**config.mk**
```make
export PLATFORM = sky130hd
export DESIGN_NAME = id_stage_hs_flat
export DESIGN_NICKNAME = d
export VERILOG_FILES = /design/src/rtl/id_stage_hs_if.sv /design/src/rtl/id_stage_hs.sv /design/src/flat_wrapper.sv
export SDC_FILE = /design/constraint.sdc
export NUM_CORES = 1
export LEC_CHECK = 0
export ABC_CLOCK_PERIOD_IN_PS = 3200
export CORE_UTILIZATION = 50
export DETAILED_ROUTE_END_ITERATION = 10
export DONT_BUFFER_PORTS = 1
export PLACE_DENSITY = 0.76
export RECOVER_POWER = 50
export SETUP_SLACK_MARGIN = 0.05
export SYNTH_ARGS = -nofsm -noshare
export SYNTH_HDL_FRONTEND = slang
export SYNTH_SLANG_ARGS = --single-unit
```
**constraint.sdc**
```tcl
create_clock -name clk -period 3.2 [get_ports clk]
set_input_delay 0 -clock clk [delete_from_list [all_inputs] [get_ports clk]]
set_output_delay 0 -clock clk [all_outputs]
set_load 0.005 [all_outputs]
```
**src/rtl/id_stage_hs_if.sv**
```systemverilog
// Handshake bundle between IF, the decode stage and EX.
// The master modport is the environment side; the slave modport is the stage.
interface id_stage_hs_if #(
   parameter int unsigned XLEN  = 32,
   parameter int unsigned CNT_W = 16
);
   logic             in_valid;
   logic             in_ready;
   logic [31:0]      ir_i;
   logic [XLEN-1:0]  pc_i;
   logic             flush_i;
   logic             out_valid;
   logic             out_ready;
   logic [5:0]       op_o;
   logic [5:0]       func_o;
   logic [4:0]       shamt_o;
   logic [XLEN-1:0]  imm_o;
   logic [4:0]       ra_o;
   logic [4:0]       rb_o;
   logic [4:0]       rw_o;
   logic [1:0]       rw_src_o;
   logic             mem_we_o;
   logic             pcwr_en_o;
   logic [1:0]       br_type_o;
   logic [XLEN-1:0]  target_o;
   logic [XLEN-1:0]  pc_o;
   logic             illegal_o;
   logic [CNT_W-1:0] bubble_cnt_o;

   modport master (
      output in_valid, ir_i, pc_i, flush_i, out_ready,
      input  in_ready, out_valid, op_o, func_o, shamt_o, imm_o, ra_o, rb_o, rw_o, rw_src_o,
             mem_we_o, pcwr_en_o, br_type_o, target_o, pc_o, illegal_o, bubble_cnt_o
   );

   modport slave (
      input  in_valid, ir_i, pc_i, flush_i, out_ready,
      output in_ready, out_valid, op_o, func_o, shamt_o, imm_o, ra_o, rb_o, rw_o, rw_src_o,
             mem_we_o, pcwr_en_o, br_type_o, target_o, pc_o, illegal_o, bubble_cnt_o
   );
endinterface

```
**src/rtl/id_stage_hs.sv**
```systemverilog
// MIPS decode stage with valid/ready on both sides, flush, load-use bubble insertion,
// illegal-opcode flagging, branch/jump target computation and a saturating bubble counter.
module id_stage_hs #(
   parameter int unsigned XLEN      = 32,
   parameter int unsigned CNT_W     = 16,
   parameter int unsigned LINK_REG  = 31,
   parameter bit          EN_HAZARD = 1'b1
) (
   input logic           clk,
   input logic           rst_n,
   id_stage_hs_if.slave  bus
);
   localparam logic [1:0] SrcNone = 2'b00;
   localparam logic [1:0] SrcAlu  = 2'b01;
   localparam logic [1:0] SrcRam  = 2'b10;
   localparam logic [1:0] SrcPc   = 2'b11;

   typedef struct packed {
      logic [5:0]      op;
      logic [5:0]      func;
      logic [4:0]      shamt;
      logic [XLEN-1:0] imm;
      logic [4:0]      ra;
      logic [4:0]      rb;
      logic [4:0]      rw;
      logic [1:0]      rw_src;
      logic            mem_we;
      logic            pcwr;
      logic [1:0]      br_type;
      logic [XLEN-1:0] target;
      logic [XLEN-1:0] pc;
      logic            illegal;
   } bundle_t;

   localparam bundle_t BundleRst = '{op: 6'h3F, default: '0};

   logic             out_valid_q, out_valid_d;
   bundle_t          bundle_q, bundle_d;
   logic [CNT_W-1:0] bubble_cnt_q, bubble_cnt_d;

   bundle_t         dec;
   logic            uses_ra, uses_rb;
   logic [4:0]      rs, rt, rd;
   logic [XLEN-1:0] simm, zimm, pc4, br_tgt, j_tgt;
   logic            adv, hazard;

   assign rs     = bus.ir_i[25:21];
   assign rt     = bus.ir_i[20:16];
   assign rd     = bus.ir_i[15:11];
   assign simm   = {{(XLEN-16){bus.ir_i[15]}}, bus.ir_i[15:0]};
   assign zimm   = {{(XLEN-16){1'b0}}, bus.ir_i[15:0]};
   assign pc4    = bus.pc_i + XLEN'(4);
   assign br_tgt = pc4 + (simm << 2);
   assign j_tgt  = {pc4[XLEN-1:28], bus.ir_i[25:0], 2'b00};

   always_comb begin
      dec         = '0;
      dec.op      = bus.ir_i[31:26];
      dec.func    = bus.ir_i[5:0];
      dec.shamt   = bus.ir_i[10:6];
      dec.pc      = bus.pc_i;
      uses_ra     = 1'b0;
      uses_rb     = 1'b0;
      case (bus.ir_i[31:26])
         6'b000000: begin
            dec.ra = rs; dec.rb = rt; dec.rw = rd; dec.rw_src = SrcAlu;
            uses_ra = 1'b1; uses_rb = 1'b1;
         end
         6'b001000: begin
            dec.ra = rs; dec.rw = rt; dec.rw_src = SrcAlu; dec.imm = simm; uses_ra = 1'b1;
         end
         6'b001100, 6'b001101: begin
            dec.ra = rs; dec.rw = rt; dec.rw_src = SrcAlu; dec.imm = zimm; uses_ra = 1'b1;
         end
         6'b001111: begin
            dec.rw = rt; dec.rw_src = SrcAlu; dec.imm = zimm << 16;
         end
         6'b100011: begin
            dec.ra = rs; dec.rw = rt; dec.rw_src = SrcRam; dec.imm = simm; uses_ra = 1'b1;
         end
         6'b101011: begin
            dec.ra = rs; dec.rb = rt; dec.mem_we = 1'b1; dec.imm = simm;
            uses_ra = 1'b1; uses_rb = 1'b1;
         end
         6'b000100, 6'b000101: begin
            dec.ra = rs; dec.rb = rt; dec.pcwr = 1'b1; dec.imm = simm; dec.target = br_tgt;
            dec.br_type = bus.ir_i[26] ? 2'b10 : 2'b01;
            uses_ra = 1'b1; uses_rb = 1'b1;
         end
         6'b000010: begin
            dec.pcwr = 1'b1; dec.br_type = 2'b11; dec.target = j_tgt;
         end
         6'b000011: begin
            dec.pcwr = 1'b1; dec.br_type = 2'b11; dec.target = j_tgt;
            dec.rw = 5'(LINK_REG); dec.rw_src = SrcPc;
         end
         default: dec.illegal = 1'b1;
      endcase
      // Writes to r0 are discarded, so the bundle must not request a write-back.
      if (dec.rw == 5'd0) dec.rw_src = SrcNone;
   end

   assign adv    = !out_valid_q || bus.out_ready;
   assign hazard = EN_HAZARD && out_valid_q && (bundle_q.rw_src == SrcRam) &&
                   (bundle_q.rw != 5'd0) && bus.in_valid &&
                   ((uses_ra && (rs == bundle_q.rw)) || (uses_rb && (rt == bundle_q.rw)));
   assign bus.in_ready = bus.flush_i || (adv && !hazard);

   always_comb begin
      out_valid_d  = out_valid_q;
      bundle_d     = bundle_q;
      bubble_cnt_d = bubble_cnt_q;
      if (bus.flush_i) begin
         out_valid_d = 1'b0;
      end else if (adv) begin
         if (hazard) begin
            out_valid_d = 1'b0;
            if (bubble_cnt_q != '1) bubble_cnt_d = bubble_cnt_q + CNT_W'(1);
         end else if (bus.in_valid) begin
            out_valid_d = 1'b1;
            bundle_d    = dec;
         end else begin
            out_valid_d = 1'b0;
         end
      end
   end

   always_ff @(posedge clk or negedge rst_n) begin
      if (!rst_n) begin
         out_valid_q  <= 1'b0;
         bundle_q     <= BundleRst;
         bubble_cnt_q <= '0;
      end else begin
         out_valid_q  <= out_valid_d;
         bundle_q     <= bundle_d;
         bubble_cnt_q <= bubble_cnt_d;
      end
   end

   assign bus.out_valid    = out_valid_q;
   assign bus.op_o         = bundle_q.op;
   assign bus.func_o       = bundle_q.func;
   assign bus.shamt_o      = bundle_q.shamt;
   assign bus.imm_o        = bundle_q.imm;
   assign bus.ra_o         = bundle_q.ra;
   assign bus.rb_o         = bundle_q.rb;
   assign bus.rw_o         = bundle_q.rw;
   assign bus.rw_src_o     = bundle_q.rw_src;
   assign bus.mem_we_o     = bundle_q.mem_we;
   assign bus.pcwr_en_o    = bundle_q.pcwr;
   assign bus.br_type_o    = bundle_q.br_type;
   assign bus.target_o     = bundle_q.target;
   assign bus.pc_o         = bundle_q.pc;
   assign bus.illegal_o    = bundle_q.illegal;
   assign bus.bubble_cnt_o = bubble_cnt_q;
endmodule

```
**src/flat_wrapper.sv**
```systemverilog
// flat-port wrapper written by rule: the top's interface ports become plain ports
module id_stage_hs_flat 
#(
   parameter int unsigned XLEN      = 32,
   parameter int unsigned CNT_W     = 16,
   parameter int unsigned LINK_REG  = 31,
   parameter bit          EN_HAZARD = 1'b1
)
  (clk, rst_n, bus_in_valid, bus_ir_i, bus_pc_i, bus_flush_i, bus_out_ready, bus_in_ready, bus_out_valid, bus_op_o, bus_func_o, bus_shamt_o, bus_imm_o, bus_ra_o, bus_rb_o, bus_rw_o, bus_rw_src_o, bus_mem_we_o, bus_pcwr_en_o, bus_br_type_o, bus_target_o, bus_pc_o, bus_illegal_o, bus_bubble_cnt_o);
  id_stage_hs_if #(.XLEN(XLEN), .CNT_W(CNT_W)) bus_i ();
  input logic clk;
  input logic rst_n;
  input wire logic [$bits(bus_i.in_valid)-1:0] bus_in_valid;
  input wire logic [$bits(bus_i.ir_i)-1:0] bus_ir_i;
  input wire logic [$bits(bus_i.pc_i)-1:0] bus_pc_i;
  input wire logic [$bits(bus_i.flush_i)-1:0] bus_flush_i;
  input wire logic [$bits(bus_i.out_ready)-1:0] bus_out_ready;
  output wire logic [$bits(bus_i.in_ready)-1:0] bus_in_ready;
  output wire logic [$bits(bus_i.out_valid)-1:0] bus_out_valid;
  output wire logic [$bits(bus_i.op_o)-1:0] bus_op_o;
  output wire logic [$bits(bus_i.func_o)-1:0] bus_func_o;
  output wire logic [$bits(bus_i.shamt_o)-1:0] bus_shamt_o;
  output wire logic [$bits(bus_i.imm_o)-1:0] bus_imm_o;
  output wire logic [$bits(bus_i.ra_o)-1:0] bus_ra_o;
  output wire logic [$bits(bus_i.rb_o)-1:0] bus_rb_o;
  output wire logic [$bits(bus_i.rw_o)-1:0] bus_rw_o;
  output wire logic [$bits(bus_i.rw_src_o)-1:0] bus_rw_src_o;
  output wire logic [$bits(bus_i.mem_we_o)-1:0] bus_mem_we_o;
  output wire logic [$bits(bus_i.pcwr_en_o)-1:0] bus_pcwr_en_o;
  output wire logic [$bits(bus_i.br_type_o)-1:0] bus_br_type_o;
  output wire logic [$bits(bus_i.target_o)-1:0] bus_target_o;
  output wire logic [$bits(bus_i.pc_o)-1:0] bus_pc_o;
  output wire logic [$bits(bus_i.illegal_o)-1:0] bus_illegal_o;
  output wire logic [$bits(bus_i.bubble_cnt_o)-1:0] bus_bubble_cnt_o;
  assign bus_i.in_valid = bus_in_valid;
  assign bus_i.ir_i = bus_ir_i;
  assign bus_i.pc_i = bus_pc_i;
  assign bus_i.flush_i = bus_flush_i;
  assign bus_i.out_ready = bus_out_ready;
  assign bus_in_ready = bus_i.in_ready;
  assign bus_out_valid = bus_i.out_valid;
  assign bus_op_o = bus_i.op_o;
  assign bus_func_o = bus_i.func_o;
  assign bus_shamt_o = bus_i.shamt_o;
  assign bus_imm_o = bus_i.imm_o;
  assign bus_ra_o = bus_i.ra_o;
  assign bus_rb_o = bus_i.rb_o;
  assign bus_rw_o = bus_i.rw_o;
  assign bus_rw_src_o = bus_i.rw_src_o;
  assign bus_mem_we_o = bus_i.mem_we_o;
  assign bus_pcwr_en_o = bus_i.pcwr_en_o;
  assign bus_br_type_o = bus_i.br_type_o;
  assign bus_target_o = bus_i.target_o;
  assign bus_pc_o = bus_i.pc_o;
  assign bus_illegal_o = bus_i.illegal_o;
  assign bus_bubble_cnt_o = bus_i.bubble_cnt_o;
  id_stage_hs #(.XLEN(XLEN), .CNT_W(CNT_W), .LINK_REG(LINK_REG), .EN_HAZARD(EN_HAZARD)) u_core (.clk(clk), .rst_n(rst_n), .bus(bus_i));
endmodule
```
# Word-level counts from Yosys, hierarchy flattened
# Index checks and enable logic that the tools add are counted.
# Widths: inputs -> output; s select.
[word_totals]
reg_bits = 152
wordCells = 76
[op_classes]
addsub = 3
n_eq_ne = 14
n_mux = 15
bitwise = 2
n_reduce_logical = 26
[op_table]
columns = ["op", "count"]
rows = [
  ["$pmux 32 s3", 1],
  ["$pmux 35 s2", 1],
  ["$add 32x3->32 const B", 1],
  ["$add 32x32->32", 1],
  ["$pmux 7 s4", 1],
  ["$eq 6x4->1 const B", 4],
  ["$add 16x1->16 const B", 1],
  ["$ne 16x16->1 const B", 1],
  ["$eq 6x2->1 const B", 2],
  ["$eq 6x3->1 const B", 2],
  ["$eq 6x6->1 const B", 2],
  ["$reduce_or 11->1", 1],
  ["$eq 5x5->1", 2],
  ["$mux 5", 2],
  ["$mux 1", 8],
  ["$reduce_and 4->1", 2],
  ["$reduce_or 4->1", 2],
  ["$reduce_or 8->1", 1],
  ["$logic_and 1x1->1", 7],
  ["$logic_not 6->1", 1],
  ["$reduce_or 2->1", 3],
  ["$logic_not 5->1", 1],
  ["$reduce_bool 5->1", 1],
  ["$reduce_or 5->1", 1],
  ["other kinds (6)", 11],
]

# Logic depth before layout (Yosys ltp)
[logic_depth]
ltp_word = 9
depth_mapped = 15
ltp_nobuf = 14

# Worst setup path before layout
# Ideal clock, no wire load.
[synth_path]
path_kind = "in2reg"
start = "input bus_pc_i[4]"
end = "register u_core.bundle_q (netlist bit u_core.bus.target_o[29])"
setup_ns = 0.131
t_arrival_ns = 2.619
required_time_ns = 3.069
path_slack_ns = 0.450
path_stages = 15
n_path_buf = 1
path_cell_list = "and3_1 nand3_1 nor2_1 nand4_1 xnor2_1 ha_1 clkbuf_1 a21o_1 a311oi_1 nor2_1 a211oi_1 o31ai_1 a211oi_1 xnor2_1 o211ai_1"
[synth_via]
elab_chain_cells = 3
[synth_rtl]
columns = ["element", "line_no", "source"]
rows = [
  ["start: declaration", "flat_wrapper.sv:15", "input wire logic [$bits(bus_i.pc_i)-1:0] bus_pc_i;"],
  ["$add 32x3->32 *", "id_stage_hs.sv:52", "assign pc4 = bus.pc_i + XLEN'(4);"],
  ["$add 32x32->32", "id_stage_hs.sv:53", "assign br_tgt = pc4 + (simm << 2);"],
  ["$pmux 35 s2 *", "id_stage_hs.sv:64", "case (bus.ir_i[31:26])"],
  ["end signal: assignment", "id_stage_hs.sv:131", "bundle_q <= BundleRst;"],
  ["end signal: assignment", "id_stage_hs.sv:135", "bundle_q <= bundle_d;"],
  ["end: declaration", "id_stage_hs.sv:38", "bundle_t bundle_q, bundle_d;"],
]
# Mark *: on every way between the ends. The rest lies on a longest branch, timed or not.
# A chain may end at the register's enable or synchronous reset.

# Worst setup path after layout
[layout_path]
start = "input bus_ir_i[0]"
end = "register u_core.bundle_q (netlist bit u_core.bus.target_o[30])"
[layout_via]
elab_chain_cells = 2
[layout_rtl]
columns = ["element", "line_no", "source"]
rows = [
  ["start: declaration", "flat_wrapper.sv:14", "input wire logic [$bits(bus_i.ir_i)-1:0] bus_ir_i;"],
  ["$add 32x32->32", "id_stage_hs.sv:53", ""],
  ["$pmux 35 s2", "id_stage_hs.sv:64", ""],
]
# Every way passes these cells.

==> results.py <==
metrics = {
    "status": {
        "outcome": "finished with violations",
        "violations": "hold timing",
    },
    "global_routing": {
        "grt_pass1_wl_um": 39400,
        "overflow": 0,
        "grt_max_degree": 153,
        "gr-usage-all-layers": 0.287,
        "grt_pass1_vias": 7330,
        "antenna_found_initial": 1,
    },
    "pwr": {
        "comb_power_share": 0.155,
        "p_seq_frac": 0.444,
        "intPower_mw": 3.61,
        "cellPowerDensity_nw_per_um2": 494,
        "power.switching_mw": 1.42,
        "p_leak_nw": 4.59,
        "swShare": 0.283,
        "pwr-share-clk": 0.401,
        "ir_drop_mv": 0.377,
    },
    "timing": {
        "whs_ps": -730,
        "timing.slew.headroom": 0.192,
        "rsz0062_at_grt": "false",
        "tightest_slew_ps": 1210,
        "fin_crit_ps": 2960,
        "timing_hold_violations_final": 152,
        "drv_slew": 0,
        "fmax_ghz": 0.338,
        "finalClockSkew_ps": 6.95,
        "finalWorstSetupSlack_ps": 238,
        "setup_viol": 0,
        "fin_crit_sh": 0.926,
        "fin_tns_setup_ps": 0,
    },
    "flow_run": {
        "drv_cap": 0,
    },
    "hold_path": {
        "hold_class": "input pin to async pin",
    },
    "yosys": {
        "avgSynthCellArea_um2": 8.58,
        "ys_types": 61,
        "synth_flop_cell": "dfrtp_1",
        "syn-cell-area_um2": 8590,
        "yosysWarningCount": 0,
        "ys_seq_area_frac": 0.444,
        "synth-async-reset-ratio": 1.00,
        "synth-seq-cells": 152,
        "synth-edff-count": 0,
        "synthCells": 1001,
        "syn_nets": 1108,
    },
    "drt": {
        "vias_per_cell": 5.83,
        "drc_errors": 0,
        "drt_iter0_drc": 492,
        "ant_nets": 0,
        "routedWlPerCell_um": 19.5,
        "dr.pass1.iters": 5,
        "via_count": 7547,
        "wl_um": 25200,
    },
    "clock_network": {
        "hold_buffers": 70,
        "cts_buffers": 17,
        "numClockSinks": 152,
        "cts_tree": "done",
        "cts_root_buf": "clkbuf_16",
        "cts-htree-levels": 4,
        "clk_latency_ps": 420,
        "clkTransAtPathRegs_ps": 60,
        "clockBufferDepth": 2,
    },
    "floorplanning": {
        "row_count": 47,
        "dieWidth_um": 133,
        "dieArea_um2": 17700,
        "core_area_um2": 16700,
        "initial_core_util": 0.514,
        "die_h_um": 133,
        "ios": 222,
    },
    "critical_path": {
        "cp-startpoint": "bus_ir_i[0]",
        "path_delay_family": "compound AO/OA/AOI/OAI gates",
        "slowest_stage": "dlygate4sd3_1",
        "worst_path_largest_cell_delay_ps": 690,
        "crit_fanout": 5,
        "required_ps": 3550,
        "setup.worst_path.start_class": "input pin",
        "critPathBufInv": 2,
        "endpoint_kind": "flop",
        "worstPathCellList": "dlygate4sd3_1 > ha_1 > inv_1 > fa_1 > nand2b_1 > a21oi_2 > o21ai_0 > o21a_1 > o31a_1 > nor3b_2 > mux2_2 > a21oi_1",
        "r2r_start": "u_core.bus.rw_o[0]",
        "cp_data_arrival_time_ps": 3310,
        "critical_path_class": "input pin to flop",
    },
    "finish": {
        "drive_gt1_frac": 0.0662,
        "syn_to_final_growth_pct": 18.6,
        "multiInputGateArea_um2": 4570,
        "fill_cells": 1407,
        "seq_area_um2": 3810,
        "design_area_um2": 10200,
        "fin_nets": 1167,
    },
    "place": {
        "post-place-ws_ps": 186,
        "io_buffers": 0,
        "hpwl_um": 16800,
        "placedInstanceArea_um2": 8840,
        "gp_congestion": 0.872,
    },
}
power groups by stage:
stage / Combinational, mW / Clock (mW) / Sequential, mW
2_1_floorplan: 0.534 / 0 / 2.22
3_3_place_gp: 0.639 / 0 / 2.27
3_5_place_dp: 0.658 / 0 / 2.27
4_1_cts: 0.759 / 2.05 / 2.24
5_1_grt: 0.868 / 2.12 / 2.26
6_report: 0.780 / 2.02 / 2.24
worst paths after layout:
| path | end | slack [ps] | cells after the start |
|---|---|---|---|
| max | u_core.bus.target_o[30] | 240 | 12 |
| min | u_core.bus.func_o[0] | -730 | 0 |
| max reg2reg | u_core.bus.op_o[5] | 240 | 11 |
| min reg2reg | u_core.bus.op_o[4] | 470 | 2 |
| max in group asynchronous | u_core.bus.op_o[3] | 3710 | 0 |
| min in group clk | u_core.bus.target_o[31] | 20 | 5 |
placed cells by master, fill, tap and decap left out, types with 12 or more instances in the layout:
cell             n
ha_1            37
nand4_1         16
dfrtp_1        146
clkbuf_16       18
nand2_1        277
xor2_1          23
buf_4           12
o21ai_0         79
inv_1           12
nor2_1          45
a21oi_1         41
dlygate4sd3_1   70
nand3_1         61
a21o_1          15
xnor2_1         55
routing by layer:
layer,track usage,routed length (um),vias up
met2,0.449,11600,323
met4,0.111,778,0
li1,-,-,3594
met1,0.365,10600,3585
met5,0,0,-
met3,0.0969,2250,45
area by class of cell:
cell class,instances,area share
Antenna cell,1,0.000246
Inverter,12,0.00442
Clock buffer,20,0.0438
Multi-Input combinational cell,790,0.448
Timing Repair Buffer,87,0.0879
Tap cell,220,0.0270
Sequential cell,152,0.374
Clock inverter,12,0.0142
stage by stage:
stage / utilization / power (mW) / std cells / hold WS [ps]
floorplan: - / 2.75 / 1001 / -296
global placement: 0.529 / 2.91 / 1188 / -292
detailed placement: 0.529 / 2.93 / 1188 / -292
CTS: 0.607 / 5.04 / 1290 / -752
global route: 0.610 / 5.25 / 1294 / -758
finish: 0.610 / 5.04 / 1294 / -730
cells in the mapped netlist, drive strengths merged, types with 3 or more instances:
cell type	n	area share
a211oi	9	0.0079
nor3	10	0.0058
buf	16	0.010
ha	37	0.054
o21ai	80	0.047
nand2b	11	0.0080
nand3	61	0.036
o21bai	3	0.0026
a221oi	8	0.0082
a21oi	42	0.024
nor2b	4	0.0029
o41ai	3	0.0039
nor3b	3	0.0032
nor2	48	0.023
xnor2	55	0.056
and3	10	0.0073
and2	4	0.0029
dfstp	6	0.018
xor2	23	0.023
o211ai	8	0.0070
and4	4	0.0041
or3	3	0.0022
a32oi	4	0.0041
o22ai	4	0.0029
nand4b	4	0.0041
a31oi	4	0.0029
dfrtp	146	0.43
inv	12	0.0052
clkbuf	31	0.014
a21o	15	0.013
nand2	278	0.12
nand4	16	0.012
a22oi	11	0.0096
registers in the layout, summed over array words and instances (netlist names):
signal	count
u_core.bus.shamt_o	5
u_core.bus.out_valid	1
u_core.bus.target_o	32
u_core.bus.br_type_o	2
u_core.bus.op_o	6
u_core.bus.imm_o	32
u_core.bus.bubble_cnt_o	16
u_core.bus.pcwr_en_o	1
u_core.bus.rb_o	5
u_core.bus.ra_o	5
u_core.bus.pc_o	32
u_core.bus.rw_o	5
u_core.bus.illegal_o	1
u_core.bus.mem_we_o	1
u_core.bus.func_o	6
u_core.bus.rw_src_o	2
kinds of logic after synthesis:
group	Yosys count	share of synthesized area
muxes	2	0.00262
AOI/OAI and AO/OA	206	0.148
buffers and inverters	59	0.0288
xor gates and xnor gates	78	0.0795
DFF	152	0.444
and+or+nand+nor	466	0.241
adders and majority gates	38	0.0562
repair_timing:
| action | CTS | global route |
|---|---|---|
| endpoints found under the setup margin | 0 | 4 |
| buffers inserted | 0 | 2 |
| hold endpoints to repair | 287 | 152 |
| resized for setup | 0 | 3 |
Note: power is estimated with default switching activity, not from simulation.
